**config.mk**
```make
export PLATFORM = sky130hd
export DESIGN_NAME = dispatch_ctrl
export DESIGN_NICKNAME = d
export VERILOG_FILES = /design/src/rtl/dispatch_ctrl_pkg.sv /design/src/rtl/dispatch_skid_reg.sv /design/src/rtl/dispatch_ctrl.sv
export SDC_FILE = /design/constraint.sdc
export NUM_CORES = 1
export LEC_CHECK = 0
export CORE_ASPECT_RATIO = 0.7
export CORE_MARGIN = 5
export CORE_UTILIZATION = 25
export DETAILED_ROUTE_END_ITERATION = 8
export PLACE_DENSITY = 0.46
export SLEW_MARGIN = 20
export SYNTH_ARGS = -nofsm -noshare
export SYNTH_HDL_FRONTEND = slang
export SYNTH_SLANG_ARGS = --single-unit
```
**constraint.sdc**
```tcl
create_clock -name clk_i -period 2.9 [get_ports clk_i]
set_input_delay 0.58 -clock clk_i [delete_from_list [all_inputs] [get_ports clk_i]]
set_output_delay 0.58 -clock clk_i [all_outputs]
set_load 0.02 [all_outputs]
```
**src/rtl/dispatch_ctrl_pkg.sv**
```systemverilog
// Shared types for the dispatch stage: functional-unit ids, dispatch FSM states,
// the decoded-instruction record and the buffer entry that carries it.
package dispatch_ctrl_pkg;

  localparam int NumFu = 6;

  typedef enum logic [2:0] {
    FU_ALU   = 3'd0,
    FU_MDU   = 3'd1,
    FU_LOAD  = 3'd2,
    FU_STORE = 3'd3,
    FU_BJU   = 3'd4,
    FU_CSR   = 3'd5
  } fu_t;

  typedef enum logic [1:0] {
    RUN,
    WAIT_DRAIN,
    WAIT_SER,
    WAIT_FLUSH
  } dispatch_state_e;

  typedef struct packed {
    logic [31:0] pc;
    fu_t         fu;
    logic [7:0]  op;
    logic [4:0]  rd;
    logic [4:0]  rs1;
    logic [4:0]  rs2;
    logic [31:0] imm;
  } decoder_t;

  typedef struct packed {
    decoder_t instr;
    logic     err;
  } buf_entry_t;

  // CSR, ECALL, EBREAK, MRET, FENCE and FENCE_I are all steered to the CSR unit.
  function automatic logic is_serializing(input fu_t fu);
    return fu == FU_CSR;
  endfunction

  function automatic logic [NumFu-1:0] fu_onehot(input fu_t fu);
    logic [NumFu-1:0] oh;
    oh = '0;
    if (int'(fu) < NumFu) oh[fu] = 1'b1;
    return oh;
  endfunction

endpackage

```
**src/rtl/dispatch_skid_reg.sv**
```systemverilog
// One-entry valid/ready holding register for a dispatch buffer entry.
// en_i lets the owner close the input side independently of occupancy.
module dispatch_skid_reg
  import dispatch_ctrl_pkg::*;
(
  input  logic       clk_i,
  input  logic       rst_ni,
  input  logic       clr_i,
  input  logic       en_i,
  input  logic       in_valid_i,
  output logic       in_ready_o,
  input  buf_entry_t in_data_i,
  output logic       out_valid_o,
  input  logic       out_ready_i,
  output buf_entry_t out_data_o
);

  logic       valid_q, valid_d;
  buf_entry_t data_q, data_d;

  assign in_ready_o  = en_i && (!valid_q || out_ready_i);
  assign out_valid_o = valid_q;
  assign out_data_o  = data_q;

  always_comb begin
    // NOTE: defaults first so every path assigns both _d signals and no latch is inferred.
    valid_d = valid_q;
    data_d  = data_q;
    if (clr_i) begin
      valid_d = 1'b0;
    end else if (in_valid_i && in_ready_o) begin
      valid_d = 1'b1;
      data_d  = in_data_i;
    end else if (out_ready_i) begin
      valid_d = 1'b0;
    end
  end

  // NOTE: flops use non-blocking assignments so every register samples pre-edge values.
  always_ff @(posedge clk_i or negedge rst_ni) begin
    if (!rst_ni) begin
      valid_q <= 1'b0;
      data_q  <= '0;
    end else begin
      valid_q <= valid_d;
      data_q  <= data_d;
    end
  end

endmodule

```
**src/rtl/dispatch_ctrl.sv**
```systemverilog
// Dispatch stage: buffers one decoded instruction, steers it to its issue queue,
// serializes CSR-class ops and turns decode errors into an illegal-instruction token.
// Optional performance counters are built when DISPATCH_PERF_EN is defined.
module dispatch_ctrl
  import dispatch_ctrl_pkg::*;
#(
  parameter int unsigned DrainTimeout = 1024
) (
  input  logic             clk_i,
  input  logic             rst_ni,
  input  logic             flush_i,
  input  logic             dec_valid_i,
  output logic             dec_ready_o,
  input  decoder_t         dec_instr_i,
  input  logic             dec_err_i,
  output logic [NumFu-1:0] iq_valid_o,
  input  logic [NumFu-1:0] iq_ready_i,
  output decoder_t         iq_instr_o,
  input  logic             rob_empty_i,
  input  logic             ser_done_i,
  output logic             illegal_o,
  output logic [31:0]      illegal_pc_o,
  output logic             stall_timeout_o
`ifdef DISPATCH_PERF_EN
  ,
  output logic [31:0]      perf_dispatched_o,
  output logic [31:0]      perf_stall_fu_o,
  output logic [31:0]      perf_stall_ser_o
`endif
);

  localparam int CntW = (DrainTimeout > 1) ? $clog2(DrainTimeout) : 1;
  localparam logic [CntW-1:0] CntLast = CntW'(DrainTimeout - 1);

  dispatch_state_e state_q, state_d;
  logic [CntW-1:0] cnt_q, cnt_d;
  logic            illegal_q, illegal_d;
  logic [31:0]     illegal_pc_q, illegal_pc_d;
  logic            rdy_en_q;

  logic       buf_v, buf_ser, issue_ok, fire, accept_en, err_drop;
  buf_entry_t buf_e;

  dispatch_skid_reg u_buf (
    .clk_i      (clk_i),
    .rst_ni     (rst_ni),
    .clr_i      (flush_i),
    .en_i       (accept_en && rdy_en_q),
    .in_valid_i (dec_valid_i),
    .in_ready_o (dec_ready_o),
    .in_data_i  ({dec_instr_i, dec_err_i}),
    .out_valid_o(buf_v),
    .out_ready_i(fire || err_drop),
    .out_data_o (buf_e)
  );

  assign buf_ser         = is_serializing(buf_e.instr.fu);
  assign iq_instr_o      = buf_e.instr;
  assign illegal_o       = illegal_q;
  assign illegal_pc_o    = illegal_pc_q;
  assign stall_timeout_o = !flush_i && (state_q == WAIT_DRAIN) && (cnt_q == CntLast);

  always_comb begin
    state_d      = state_q;
    cnt_d        = '0;
    illegal_d    = 1'b0;
    illegal_pc_d = illegal_pc_q;
    iq_valid_o   = '0;
    accept_en    = 1'b0;
    err_drop     = 1'b0;

    issue_ok = ((state_q == RUN) && (!buf_ser || rob_empty_i)) ||
               ((state_q == WAIT_DRAIN) && rob_empty_i);
    if (buf_v && !buf_e.err && issue_ok && !flush_i) iq_valid_o = fu_onehot(buf_e.instr.fu);
    fire = |(iq_valid_o & iq_ready_i);

    unique case (state_q)
      RUN: begin
        // A serializing or faulting entry keeps the input closed even as it leaves,
        // so nothing younger is captured before the op completes.
        accept_en = !(buf_v && (buf_ser || buf_e.err));
        if (buf_v && (buf_ser || buf_e.err)) begin
          if (!rob_empty_i)   state_d  = WAIT_DRAIN;
          else if (buf_e.err) err_drop = 1'b1;
          else if (fire)      state_d  = WAIT_SER;
        end
      end
      WAIT_DRAIN: begin
        cnt_d = (cnt_q == CntLast) ? '0 : cnt_q + 1'b1;
        if (buf_v && buf_e.err && rob_empty_i) err_drop = 1'b1;
        else if (fire)                         state_d  = WAIT_SER;
      end
      WAIT_SER: begin
        if (ser_done_i) begin
          state_d   = RUN;
          accept_en = 1'b1;
        end
      end
      WAIT_FLUSH: ;
      default: state_d = RUN;
    endcase

    if (err_drop) begin
      illegal_d    = 1'b1;
      illegal_pc_d = buf_e.instr.pc;
      state_d      = WAIT_FLUSH;
    end

    if (flush_i) begin
      state_d   = RUN;
      cnt_d     = '0;
      illegal_d = 1'b0;
      accept_en = 1'b0;
      err_drop  = 1'b0;
    end
  end

  always_ff @(posedge clk_i or negedge rst_ni) begin
    if (!rst_ni) begin
      state_q      <= RUN;
      cnt_q        <= '0;
      illegal_q    <= 1'b0;
      illegal_pc_q <= '0;
      rdy_en_q     <= 1'b0;
    end else begin
      state_q      <= state_d;
      cnt_q        <= cnt_d;
      illegal_q    <= illegal_d;
      illegal_pc_q <= illegal_pc_d;
      rdy_en_q     <= 1'b1;
    end
  end

`ifdef DISPATCH_PERF_EN
  logic [31:0] perf_disp_q, perf_disp_d;
  logic [31:0] perf_fu_q, perf_fu_d;
  logic [31:0] perf_ser_q, perf_ser_d;

  always_comb begin
    perf_disp_d = perf_disp_q + {31'd0, fire};
    perf_fu_d   = perf_fu_q + {31'd0, (state_q == RUN) && buf_v && !fire};
    perf_ser_d  = perf_ser_q + {31'd0, (state_q == WAIT_DRAIN) || (state_q == WAIT_SER)};
  end

  // Flush leaves these alone: they describe the whole run, not one speculation window.
  always_ff @(posedge clk_i or negedge rst_ni) begin
    if (!rst_ni) begin
      perf_disp_q <= '0;
      perf_fu_q   <= '0;
      perf_ser_q  <= '0;
    end else begin
      perf_disp_q <= perf_disp_d;
      perf_fu_q   <= perf_fu_d;
      perf_ser_q  <= perf_ser_d;
    end
  end

  assign perf_dispatched_o = perf_disp_q;
  assign perf_stall_fu_o   = perf_fu_q;
  assign perf_stall_ser_o  = perf_ser_q;
`endif

endmodule

```
==> metrics.md, run 1 <==
| Metric | Value |
|---|---|
| Initial core utilization | `25.6%` |
| Maximum root-to-sink buffer count | `2` |
| Worst hold-check slack | `0.0813 ns` |
| Post-route cell area | `0.00932 sq mm` |
| Fraction of layout cells with a size suffix above 1 | `28.9%` |
| Most used cells in the layout excluding fill and tap cells | `sky130_fd_sc_hd__clkdlybuf4s50_1 (224), sky130_fd_sc_hd__dfrtp_1 (137), sky130_fd_sc_hd__mux2_4 (79)` |
| Maximum number of pins on one net before global-route repair | `51` |
| Data required time at the worst endpoint | `2.32 ns` |
| Source of the worst register-to-register timing path | `u_buf.out_data_o[56]` |
| # H-tree levels | `4` |
| Syn Inst Count | `449` |
| Min-delay worst type | `input pin to asynchronous set/reset pin` |
| Vertical extent of the die | `146 um` |
| Endpoint class of the critical path | `primary output` |
| Count of maximum capacitance violations | `0` |
| Count of input and output buffers | `233` |
| Fraction of the yosys area taken by sequential cells | `52.2%` |
| Number of storage elements in the synthesis netlist | `138` |
| Top FF cell, synth | `sky130_fd_sc_hd__dfrtp_1` |
| Wire length of the first global-routing pass | `25900 um` |
| Vias after detailed routing | `3894` |
| Avg Synthesized Cell Area | `14.7 sq um` |
| RSZ-0062 raised after global routing | `yes` |
| Antenna violations before repair | `1` |
| Ports placed on the boundary | `234` |
| Post-synthesis instance area | `0.00662 sq mm` |
| Final cycle utilization of the critical path | `97.4%` |
| Clk pin slew, worst setup/hold paths | `0.06 ns` |
| Antenna-violating nets left | `0` |
| Horiz. Die Dim | `204 um` |
| Peak VDD IR | `567 uV` |
| Antenna Diode Count | `0` |
| Shortest clock period the worst path allows after layout | `2.82 ns` |
| Total cell area at the placement stage | `0.00871 sq mm` |
| Via count of the first global-routing pass | `4388` |
| Combinational power share | `45.3%` |
| R2R Setup Slk | `0.44 ns` |
| Per-cell via count in the routed design | `3.97` |
| Global route overflow | `0` |
| Internal Power | `6.77 mW` |
| Number of endpoints failing setup at the final stage | `0` |
| Area added between synthesis and finish | `40.7%` |
| Part of the power in the clock network | `21.3%` |
| Final hold violation count | `0` |
| F_max | `354 MHz` |
| Global placement routability congestion | `0.747` |
| # placed instances | `949` |
| Top cell type by total area after synthesis | `sky130_fd_sc_hd__dfrtp_1` |
| Normalized max-slew margin | `47.0%` |
| DRC violation count after routing | `0` |
| Post-Route WL | `16400 um` |
| Fraction of power consumed by sequential logic | `33.4%` |
| Clk sink count | `138` |
| Crit-path slowest cell | `sky130_fd_sc_hd__clkdlybuf4s50_1` |
| Die area | `0.0299 sq mm` |
| Root Driver | `sky130_fd_sc_hd__clkbuf_16` |
| Maximum fanout along the worst path | `4` |
| Crit Path Category | `input pin to primary output` |
| Power dissipated by switching net loads | `3.41 mW` |
| Inserted Clock Buffers | `17` |
| Total number of nets in the final design | `719` |
| Yosys synthesis warning count | `0` |
| Top post-synthesis cells by area | `sky130_fd_sc_hd__dfrtp_1 (52%), sky130_fd_sc_hd__mux2_4 (18%), sky130_fd_sc_hd__buf_4 (10%)` |
| Share of the synthesized area in the top cell type | `52.2%` |
| Half-perimeter wire length after detailed placement | `12100 um` |
| Pwr/cell area | `1090 mW/mm^2` |
| Peak per-stage delay on the critical path | `0.44 ns` |
| Core Region | `0.0259 sq mm` |
| Proportion of total power due to net switching | `33.5%` |
| Reg2reg end | `u_buf.out_data_o[48]` |
| Average detailed-routed wire length per instance | `16.7 um` |
| Hold-fix buffers at CTS | `0` |
| Most common library cell in the layout ignoring fill and taps | `sky130_fd_sc_hd__clkdlybuf4s50_1` |
| Async set-or-reset flop fraction in the synthesized netlist | `100%` |
| Number of synthesized flops with an enable pin | `0` |
| DR iter-0 viols | `94` |
| Total global routing track utilization | `11.0%` |
| Mapped Nets | `557` |
| Buffers inserted by post-CTS timing repair | `0` |
| Floorplan row count | `49` |
| Total power | `10.2 mW` |
| Leakage component of the power | `4.23 nW` |
| Post-Route Setup TNS | `0 ns` |
| Outcome | `finished, final reports clean` |
| Pin slew with the least headroom to its limit | `0.795 ns` |
| Arrival time at the worst endpoint | `2.24 ns` |
| Max-slew violations | `0` |
| Reg2reg path depth | `6` |
| Setup skew after layout | `0.00895 ns` |
| TritonCTS clock tree | `built` |
| Distinct cells, synth | `44` |
| List of cells traversed by the critical path | `clkdlybuf4s50_1, nor3b_2, buf_4, o211ai_2, o31ai_4, and3_4, buf_12` |
| Insertion delay of the later-clocked pin in the worst-skew pair | `0.41 ns` |
| Kind of launch point of the worst setup path | `input pin` |
| Non-filler instance count after layout | `980` |
| Number of detailed-route iterations in the first pass | `4` |
[power by group through the flow]
stage / clock (mW) / combinational [mW] / sequential (mW)
final: 2.17 / 4.61 / 3.40
after CTS: 2.25 / 4.69 / 3.41
after detailed placement: 0 / 4.67 / 3.42
after global routing: 2.34 / 4.87 / 3.53
after floorplan: 0 / 3.22 / 3.46
after global placement: 0 / 4.65 / 3.40
[state kept, by name (all words and copies together) (netlist names)]
signal	flops
illegal_o	1
illegal_pc_o	32
rdy_en_q	1
u_buf.out_data_o	91
u_buf.out_valid_o	1
state_q	2
cnt_q	10
[timing repair]
| item | CTS | global route |
|---|---|---|
| resized for setup | 4 | 6 |
| endpoints found under the setup margin | 3 | 6 |
| pin swaps | 0 | 2 |
| cloned | 0 | 0 |
[layer usage]
metal	vias to the layer above	wire, um	track usage (%)
met1	1962	7510	14.5
met5	-	13	0
met4	2	111	2.71
met3	10	1650	5.94
li1	1783	-	-
met2	137	7120	15.9
[critical path, delay by kind of cell]
family	cells	cell delay [ns]
buffers and inverters	3	0.70
AND/OR/NAND/NOR	2	0.49
AO/OA/AOI/OAI	2	0.47
[how the worst max path moves through the flow]
stage                     from              endpoint  slack, ns  cells past startpoint
floorplan           state_q[0]         iq_valid_o[1]       0.61                      5
global placement       flush_i         iq_valid_o[5]       0.01                      6
detailed placement     flush_i  u_buf.out_data_o[48]      -0.03                      8
CTS                 state_q[0]           dec_ready_o      0.002                      8
global route           flush_i           dec_ready_o      -0.06                      7
finish                 flush_i           dec_ready_o       0.08                      7
[synth_stat cells (all sizes together), types with 3 or more instances]
library cell / number
nand4: 3
nand2: 5
xnor2: 3
buf: 101
and3: 4
a21oi: 4
nor2: 12
xor2: 4
inv: 5
nand2b: 3
ha: 5
mux2: 124
dfrtp: 138
clkbuf: 4
o21ai: 5
[metrics by stage]
step	worst slack [ns]	utilization, %
2_1_floorplan	0.612	-
3_3_place_gp	0.0123	33.7
3_5_place_dp	-0.0251	33.7
4_1_cts	0.00246	36.0
5_1_grt	-0.0622	36.0
6_report	0.0767	36.0
[layout make-up]
type	count	area, sq um
fillers	2509	16600
flip-flops and latches	138	3450
repair buffers	248	2520
multi-input cells	201	2290
clock buffers	24	502
well taps	357	447
clock inverters	7	88.8
inverters	5	18.8
[kinds of logic after synthesis]
group	Yosys count	synth area share (%)
compound gates	22	2.67
mux	126	26.1
buf+inv	110	13.7
other cells	1	0.0566
fa+ha+maj	5	0.945
xor+xnor	7	0.926
flops	138	52.2
simple gates	40	3.46
(Power assumes the default switching activity.)
==> inputs of run 2 (changes only) <==
Settings changed: CAP_MARGIN set to 20, CTS_BUF_LIST set to sky130_fd_sc_hd__clkbuf_4.
==> metrics.md, run 2 (synthesized netlist as in run 1, its figures left out) <==
| Metric | Value |
|---|---|
| Final hold violation count | `0 (unchanged)` |
| Non-filler instance count after layout | `989 (+0.92%)` |
| Global placement routability congestion | `0.747 (unchanged)` |
| Power dissipated by switching net loads | `3.33 mW (-2.6%)` |
| Normalized max-slew margin | `46.6% (-0.33 points)` |
| Data required time at the worst endpoint | `2.32 ns (about the same)` |
| Half-perimeter wire length after detailed placement | `12100 um (unchanged)` |
| # H-tree levels | `4 (unchanged)` |
| Count of input and output buffers | `233 (unchanged)` |
| Flip-flop count of the largest register, all copies and words added | `91 (unchanged)` |
| Total global routing track utilization | `11.1% (+0.077 points)` |
| Crit Path Category | `flip-flop to primary output` |
| Highest metal used | `met5` |
| Leakage component of the power | `4.05 nW (-4.2%)` |
| Arrival time at the worst endpoint | `2.22 ns (-0.02 ns)` |
| Setup skew after layout | `0.0188 ns (+0.00988 ns)` |
| Fraction of layout cells with a size suffix above 1 | `30.2% (+1.3 points)` |
| Area added between synthesis and finish | `36.7%` |
| Most used cells in the layout excluding fill and tap cells | `sky130_fd_sc_hd__clkdlybuf4s50_1 (224), sky130_fd_sc_hd__dfrtp_1 (136), sky130_fd_sc_hd__mux2_4 (79)` |
| Endpoint class of the critical path | `primary output` |
| Fraction of power consumed by sequential logic | `36.5% (+3.1 points)` |
| Insertion delay of the later-clocked pin in the worst-skew pair | `0.54 ns (+0.13 ns)` |
| Outcome | `finished, final reports clean` |
| Shortest clock period the worst path allows after layout | `2.80 ns (-0.0250 ns)` |
| Peak VDD IR | `518 uV (-8.6%)` |
| TritonCTS clock tree | `built` |
| Global route overflow | `0 (unchanged)` |
| Min-delay worst type | `flip-flop to flip-flop` |
| Metal-1 WL | `7550 um (+0.53%)` |
| Number of endpoints failing setup at the final stage | `0 (unchanged)` |
| Wire length of the first global-routing pass | `25900 um (+0.21%)` |
| Routed wire length on met2 | `7140 um (+0.31%)` |
| F_max | `357 MHz (+0.89%)` |
| Core Region | `0.0259 sq mm (unchanged)` |
| # placed instances | `949 (unchanged)` |
| Die area | `0.0299 sq mm (unchanged)` |
| Final cycle utilization of the critical path | `96.5% (-0.86 points)` |
| Initial core utilization | `25.6% (unchanged)` |
| Part of the power in the clock network | `12.8% (-8.5 points)` |
| Vias after detailed routing | `3932 (+0.98%)` |
| Floorplan row count | `49 (unchanged)` |
| Most common library cell in the layout ignoring fill and taps | `sky130_fd_sc_hd__clkdlybuf4s50_1` |
| RSZ-0062 raised after global routing | `yes` |
| Total number of nets in the final design | `728 (+1.3%)` |
| Max-slew violations | `0 (unchanged)` |
| Maximum root-to-sink buffer count | `2 (unchanged)` |
| Via count of the first global-routing pass | `4454 (+1.5%)` |
| Horiz. Die Dim | `204 um (unchanged)` |
| Pin slew with the least headroom to its limit | `0.800 ns (+0.00489 ns)` |
| Vertical extent of the die | `146 um (unchanged)` |
| Average detailed-routed wire length per instance | `16.7 um (-0.38%)` |
| DRC violation count after routing | `0 (unchanged)` |
| Pwr/cell area | `1030 mW/mm^2 (-6.3%)` |
| Proportion of total power due to net switching | `35.8% (+2.3 points)` |
| Inserted Clock Buffers | `17 (unchanged)` |
| Per-cell via count in the routed design | `3.98 (about the same)` |
| Antenna Diode Count | `0 (unchanged)` |
| DR iter-0 viols | `110 (+17%)` |
| Count of maximum capacitance violations | `0 (unchanged)` |
| Antenna-violating nets left | `0 (unchanged)` |
| Maximum fanout along the worst path | `8 (+4)` |
| Total length of routed met3 wires | `1590 um (-3.6%)` |
| Internal Power | `5.95 mW (-12%)` |
| Kind of launch point of the worst setup path | `flip-flop` |
| Post-Route WL | `16500 um (+0.54%)` |
| Number of detailed-route iterations in the first pass | `4 (unchanged)` |
| Combinational power share | `50.7% (+5.4 points)` |
| Maximum number of pins on one net before global-route repair | `51 (unchanged)` |
| Worst hold-check slack | `0.506 ns (+0.425 ns)` |
| Root Driver | `sky130_fd_sc_hd__clkbuf_4` |
| Final core utilization | `35.0% (-1.0 points)` |
| Ports placed on the boundary | `234 (unchanged)` |
| Clk pin slew, worst setup/hold paths | `0.11 ns (+0.05 ns)` |
| Clk sink count | `138 (unchanged)` |
| Antenna violations before repair | `1 (unchanged)` |
-- run 2: cell type report --
type / count / area (sq um)
Fill cell: 2557 / 16800
Sequential cell: 138 / 3460
Timing Repair Buffer: 257 / 2560
Multi-Input combinational cell: 201 / 2320
Tap cell: 357 / 447
Clock buffer: 19 / 143
Clock inverter: 12 / 108
Inverter: 5 / 18.8
-- run 2: repair_timing --
action	4_1_cts	5_1_grt
hold buffers	1	0
pin swaps	3	1
endpoints found under the setup margin	8	2
gates cloned	0	0
resized for setup	15	9
hold endpoints to repair	39	0
buffers inserted	7	1
-- run 2: worst paths after layout --
kind | slack (ns) | start | endpoint | cells past startpoint
min in group asynchronous | 0.52 | rst_ni | illegal_pc_o[15] | 2
max in group asynchronous | 1.74 | rst_ni | illegal_pc_o[12] | 3
hold / removal | 0.51 | cnt_q[0] | cnt_q[0] | 1
setup reg to reg | 0.38 | u_buf.out_data_o[56] | u_buf.out_data_o[48] | 7
hold reg to reg | 0.51 | cnt_q[0] | cnt_q[0] | 1
setup / recovery | 0.10 | u_buf.out_data_o[56] | dec_ready_o | 5
-- run 2: worst max-delay path: stages (launching register included) --
cell and delay [ns]:
sky130_fd_sc_hd__dfrtp_2 0.48, sky130_fd_sc_hd__mux4_2 0.56, sky130_fd_sc_hd__a41oi_4 0.24, sky130_fd_sc_hd__o31ai_4 0.08, sky130_fd_sc_hd__and3_4 0.18, sky130_fd_sc_hd__buf_12 0.13
-- run 2: power groups by stage --
stage | combinational [mW] | sequential, mW | clock (mW)
floorplan | 3.22 | 3.46 | 0
global placement | 4.65 | 3.40 | 0
detailed placement | 4.67 | 3.42 | 0
CTS | 4.77 | 3.40 | 1.27
global route | 4.97 | 3.52 | 1.35
finish | 4.70 | 3.39 | 1.19
-- run 2: routing by layer --
layer / global-route usage, % / up-vias
li1: - / 1800
met1: 14.3 / 1977
met2: 16.2 / 135
met3: 5.81 / 18
met4: 3.31 / 2
met5: 0 / -
-- run 2: metrics by stage --
stage	total power, mW	TNS, ns	instance area [sq um]	worst slack [ns]
6_report	9.28	0	9050	0.102
5_1_grt	9.84	-0.0898	9050	-0.0658
4_1_cts	9.43	0	9040	0.00142
3_5_place_dp	8.09	-0.309	8710	-0.0251
3_3_place_gp	8.05	0	8710	0.0123
2_1_floorplan	6.67	0	6620	0.612
